### src/rtl/vector_chunk_streamer.sv
// Streams one dot product's row and vector chunks from memory to a
// dot-product unit, then captures the unit's result.
// Optional feature macro: ZERO_PAD_EN zeroes the unused lanes of the last chunk.
module vector_chunk_streamer #(
    parameter int unsigned number_of_equations_per_cluster = 16,
    parameter int unsigned element_width                   = 32,
    parameter int unsigned no_of_units                     = 8,
    parameter int unsigned addr_width                      = 8
) (
    input  logic                                   clk,
    input  logic                                   reset,
    input  logic                                   start,
    output logic                                   busy,
    output logic                                   done,
    output logic                                   rd_en,
    output logic [addr_width-1:0]                  rd_addr,
    input  logic [element_width*no_of_units-1:0]   rd_data_row,
    input  logic [element_width*no_of_units-1:0]   rd_data_vec,
    output logic [element_width*no_of_units-1:0]   first_row_plus_additional,
    output logic [element_width*no_of_units-1:0]   vector2,
    output logic                                   outsider_read_now,
    input  logic [element_width-1:0]              result,
    input  logic                                   finish,
    output logic [element_width-1:0]              dot_result
);

    localparam int unsigned N  = number_of_equations_per_cluster;
    localparam int unsigned U  = no_of_units;
    localparam int unsigned W  = element_width;
    localparam int unsigned DW = W * U;
    localparam int unsigned C  = (N + U - 1) / U;
    localparam int unsigned K  = N % U;

    typedef enum logic [1:0] {
        IDLE     = 2'd0,
        READ     = 2'd1,
        DRAIN    = 2'd2,
        WAIT_FIN = 2'd3
    } state_t;

    state_t                state;
    logic [addr_width-1:0] cnt;        // next chunk address to issue
    logic                  rd_last;    // current rd_en is the last chunk
    logic                  data_vld;   // memory data valid this cycle
    logic                  data_last;  // memory data is the last chunk
    logic                  out_last;   // presented chunk is the last one
    logic                  fin_seen;   // result captured, done next edge
    logic [DW-1:0]         lane_mask_c;

`ifdef ZERO_PAD_EN
    // Keeps lanes 0..K-1 of the last chunk (all lanes when K is zero).
    function automatic logic [DW-1:0] build_last_mask();
        logic [DW-1:0] m;
        m = '0;
        for (int unsigned i = 0; i < U; i++) begin
            if (K == 0 || i < K) m[i*W +: W] = {W{1'b1}};
        end
        return m;
    endfunction

    localparam logic [DW-1:0] LAST_MASK = build_last_mask();

    // Mask applied to incoming memory data.
    assign lane_mask_c = data_last ? LAST_MASK : {DW{1'b1}};
`else
    // Memory data passes through unmasked.
    assign lane_mask_c = {DW{1'b1}};
`endif

    // Control FSM: issues chunk reads, waits for the unit, captures result.
    always_ff @(posedge clk or negedge reset) begin
        if (!reset) begin
            state      <= IDLE;
            cnt        <= '0;
            busy       <= 1'b0;
            done       <= 1'b0;
            rd_en      <= 1'b0;
            rd_addr    <= '0;
            rd_last    <= 1'b0;
            fin_seen   <= 1'b0;
            dot_result <= '0;
        end else begin
            done     <= fin_seen;
            fin_seen <= 1'b0;
            rd_en    <= 1'b0;
            rd_last  <= 1'b0;
            case (state)
                IDLE: begin
                    if (start) begin
                        // Chunk 0 is issued on the accepting edge.
                        busy    <= 1'b1;
                        rd_en   <= 1'b1;
                        rd_addr <= '0;
                        cnt     <= addr_width'(1);
                        rd_last <= (C == 1);
                        state   <= (C == 1) ? DRAIN : READ;
                    end
                end
                READ: begin
                    rd_en   <= 1'b1;
                    rd_addr <= cnt;
                    cnt     <= cnt + addr_width'(1);
                    if (cnt == addr_width'(C - 1)) begin
                        rd_last <= 1'b1;
                        state   <= DRAIN;
                    end
                end
                DRAIN: begin
                    if (outsider_read_now && out_last) state <= WAIT_FIN;
                end
                WAIT_FIN: begin
                    if (finish) begin
                        dot_result <= result;
                        fin_seen   <= 1'b1;
                        busy       <= 1'b0;
                        state      <= IDLE;
                    end
                end
                default: state <= IDLE;
            endcase
        end
    end

    // Data path: aligns memory data and presents each chunk for one cycle.
    always_ff @(posedge clk or negedge reset) begin
        if (!reset) begin
            data_vld                  <= 1'b0;
            data_last                 <= 1'b0;
            out_last                  <= 1'b0;
            outsider_read_now         <= 1'b0;
            first_row_plus_additional <= '0;
            vector2                   <= '0;
        end else begin
            data_vld          <= rd_en;
            data_last         <= rd_en & rd_last;
            outsider_read_now <= data_vld;
            out_last          <= data_vld & data_last;
            if (data_vld) begin
                first_row_plus_additional <= rd_data_row & lane_mask_c;
                vector2                   <= rd_data_vec & lane_mask_c;
            end
        end
    end

endmodule

### config.mk
export PLATFORM = sky130hd
export DESIGN_NAME = vector_chunk_streamer
export DESIGN_NICKNAME = d
export VERILOG_FILES = /design/src/rtl/vector_chunk_streamer.sv
export SDC_FILE = /design/constraint.sdc
export NUM_CORES = 1
export LEC_CHECK = 0
export ABC_AREA = 1
export BUFFER_PORTS_ARGS = -buffer_cell sky130_fd_sc_hd__buf_2
export CORE_AREA = 2 2 430 432
export DETAILED_ROUTE_END_ITERATION = 7
export DIE_AREA = 0 0 432 434
export PLACE_DENSITY = 0.3
export SLEW_MARGIN = 25
export SYNTH_ARGS = -nofsm -noshare
export SYNTH_HDL_FRONTEND = slang
export SYNTH_SLANG_ARGS = --single-unit
### constraint.sdc
create_clock -name clk -period 1.36 [get_ports clk]
set_input_delay 0.272 -clock clk [delete_from_list [all_inputs] [get_ports clk]]
set_output_delay 0.272 -clock clk [all_outputs]
set_load 0.01 [all_outputs]
==> impl_summary.log <==
INFO  metric outcome = finished, violations left
INFO  metric violations_in_the_final_reports = negative setup slack
INFO  metric fin_area = 0.0440 mm²
INFO  metric worst-setup-path-type = register to output port
INFO  metric cellLeakagePower = between 20 and 25 nW
INFO  metric layoutNonFillerInstCount = 5717
INFO  metric clock_transition_at_the_registers_of_the_reported_paths = approximately 0.060 ns
INFO  metric postSynthRegisterBits = roughly 570
INFO  metric cp_max_fo = 2
INFO  metric drv_cap = 0
INFO  metric io_buffer_count = between 1k and 1.5k
INFO  metric clock_tree.root_cell = sky130_fd_sc_hd__clkbuf_16
INFO  metric height_of_the_die = between 400 and 500 µm
INFO  metric cp_slowest_cell = sky130_fd_sc_hd__dfrtp_2
INFO  metric timing.max_slew.rel_slack = roughly three fifths
INFO  metric cts_htree_levels = 3
INFO  metric r2r_start = data_vld
INFO  metric drtIter0Drc = 543
INFO  metric min_period = 1.57 ns
INFO  metric initial_utilization = 11.8%
INFO  metric die_width = around 430 µm
INFO  metric yosysSeqAreaShare = 66.2%
INFO  metric crit_required = 1.09 ns
INFO  metric rr_endpoint = vector2[237]
INFO  metric gp_congestion = 0.799
INFO  metric grt_setup_unrepaired = true
INFO  metric residual_drc = 0
INFO  metric finalHoldViolCount = 0
INFO  metric flow.area_growth_from_synthesis = 104%
INFO  metric grt_pass1_vias = 19.7k
INFO  metric placement_rows = 157
INFO  metric worstSetupEndpointType = output port
INFO  metric wire_length_of_the_first_global_routing_pass = 146000 µm
INFO  metric final_nets = 3810
INFO  metric detailed_route_wire_length = 113000 µm
INFO  metric post-dp-hpwl = 82900 µm
INFO  metric floorplan_die_area = 0.187 mm²
INFO  metric layout_worst_path_cycle_share = 116%
INFO  metric cells_traversed_along_the_worst_timing_path = buf_6
INFO  metric reg2reg_depth = 5
INFO  metric worst-endpoint-arrival = 1.30 ns
INFO  metric overflow = 0
INFO  metric via_count = 18.7k
INFO  metric ioPinCount = 1104
INFO  metric avgSynthCellArea = approximately 16 µm²
INFO  metric power.density_cell_area = 2420 mW/mm²
INFO  metric cpLargestDelayFamily = flip-flops
INFO  metric numClockSinks = 571
INFO  metric detail_route.first_pass.iterations = 4
INFO  metric tritoncts = built
INFO  metric cts.path.max_buffers = 3
INFO  metric wl_per_cell = 19.8 µm
INFO  metric worst-slew-pin-transition = roughly 0.59 ns
INFO  metric core_area = 0.182 mm²
INFO  metric grt.total_usage = 10.9%
INFO  metric crit_path_max_incr_delay = roughly 0.47 ns
INFO  metric postSynthCellCount = 1351
INFO  metric final.fill_count = 19.5k
INFO  metric setup_viol_count_final = 1056
INFO  metric ant_nets = 0
INFO  metric worst_clock_skew = 0.0160 ns
INFO  metric cts_made_buffers = between 70 and 80
INFO  metric irDropWorstVdd = 1.01 mV
INFO  metric dp.cells = just under 5k
INFO  metric synth.distinct_cells = 21
INFO  metric worstSkewPairLatency = approximately 0.7 ns
INFO  metric dpl_cell_area = 0.0304 mm²
INFO  metric synthesis.yosys.warnings = 0
INFO  metric worst_hold_path_type = input pin to async pin
INFO  metric drive_gt1_share = between 60% and 70%
INFO  metric crit_path_start = vector2[96]
INFO  metric setup.worst_path.start_class = register
INFO  metric largest_net_degree_at_the_start_of_global_routing = 97
INFO  metric setup_ws = -0.214 ns
INFO  metric maxSlewViolCount = 0
INFO  metric syn_nets = 1905
INFO  metric fmax = 635 MHz
INFO  metric syn-cell-area = 0.0216 mm²
INFO  metric vias_per_cell = 3.28
INFO  metric r2r_setup_slack = -0.20 ns
INFO  metric critical_path.n_buffers_inverters = 1
INFO  metric grt_antenna_before_repair = 16
==> flip-flops by register name, indices dropped and copies added, names as in the netlist, 2 cells and up <==
name,cells
rd_addr,8
state,2
dot_result,32
cnt,8
vector2,256
first_row_plus_additional,256
==> placed cells by master (no fill, tap or decap), drive strengths merged <==
cell type,n
a21oi,5
buf,1308
bufinv,4
clkbuf,157
clkinv,10
clkinvlp,3
dfrtp,571
diode,12
dlygate4sd3,547
ha,6
inv,23
mux2,512
nand2,135
nand3,5
nand4,2
nor2,16
nor3,1
nor3b,1
o21a,1
o21ai,10
o21bai,1
o22ai,1
xor2,1
==> worst max path at each step <==
| stage | to | cells after the start |
|---|---|---|
| 6_report | vector2[96] | 1 |
| 5_1_grt | vector2[95] | 1 |
| 4_1_cts | vector2[192] | 1 |
| 3_5_place_dp | rd_addr[1] | 8 |
| 3_3_place_gp | rd_addr[5] | 8 |
| 2_1_floorplan | cnt[0] | 7 |
==> synthesized netlist by cell type, drive strengths merged <==
master | count | area (µm²)
dfrtp | 571 | 14300
mux2 | 512 | 5770
nand2 | 134 | 503
buf | 61 | 639
inv | 19 | 71.3
nor2 | 16 | 60.1
o21ai | 10 | 50.1
ha | 6 | 75.1
a21oi | 5 | 25.0
nand3 | 5 | 25.0
clkbuf | 3 | 11.3
nand4 | 2 | 12.5
clkinv | 1 | 3.75
nor3 | 1 | 5.00
nor3b | 1 | 7.51
o21a | 1 | 7.51
o21bai | 1 | 7.51
o22ai | 1 | 6.26
xor2 | 1 | 8.76
==> layout make-up <==
type                            count  area, µm²  area share (%)
Clock inverter                     20        234           0.532
Multi-Input combinational cell    697       7070            16.1
Clock buffer                      124       2380            5.41
Antenna cell                       12       30.0          0.0683
Sequential cell                   571      14300            32.6
Timing Repair Buffer             1888      16900            38.4
Inverter                           20       77.6           0.176
Tap cell                         2385       2980            6.79
==> metal layers <==
| metal | track usage (%) | wire [µm] | vias up | share of wire [%] |
|---|---|---|---|---|
| met5 | 0.260 | 67 | - | 0.059 |
| met4 | 3.85 | 3240 | 2 | 2.9 |
| met3 | 3.66 | 7250 | 158 | 6.4 |
| met2 | 19.1 | 58500 | 603 | 52 |
| met1 | 12.3 | 44300 | 9450 | 39 |
| li1 | - | - | 8534 | - |
==> metrics by stage <==
step	setup slack, ns	hold WS (ns)	total power [W]	setup TNS (ns)	utilization, %
floorplan	0.0414	-0.0236	0.0485	0	-
global placement	-0.242	0.319	0.0661	-36.09	16.6
detailed placement	-0.217	0.317	0.0660	-35.96	16.6
CTS	-0.328	0.166	0.100	-192.86	22.8
global route	-0.301	0.202	0.112	-190.34	24.1
finish	-0.214	0.255	0.106	-109.88	24.1
==> power breakdown <==
part           switching, W  internal (W)
Clock               0.00845        0.0128
Combinational        0.0213        0.0318
Sequential          0.00631        0.0257
Total                0.0361        0.0703
==> logic make-up after synthesis <==
group	Yosys count	synth area share [%]
DFF	571	66.2
adders and majority gates	6	0.348
xor gates and xnor gates	1	0.0406
buffers and inverters	84	3.36
muxes	512	26.7
AOI/OAI and AO/OA	18	0.447
and+or+nand+nor	159	2.84
==> what timing repair did <==
action | in CTS | in global routing
setup endpoints to repair | 1087 | 1116
pin swaps | 3 | 2
endpoints found under the hold margin | 1117 | 0
buffers inserted | 62 | 52
hold buffers | 547 | 0
gates resized for setup | 632 | 241
cloned | 9 | 45
Note: power is estimated with default switching activity, not from simulation.
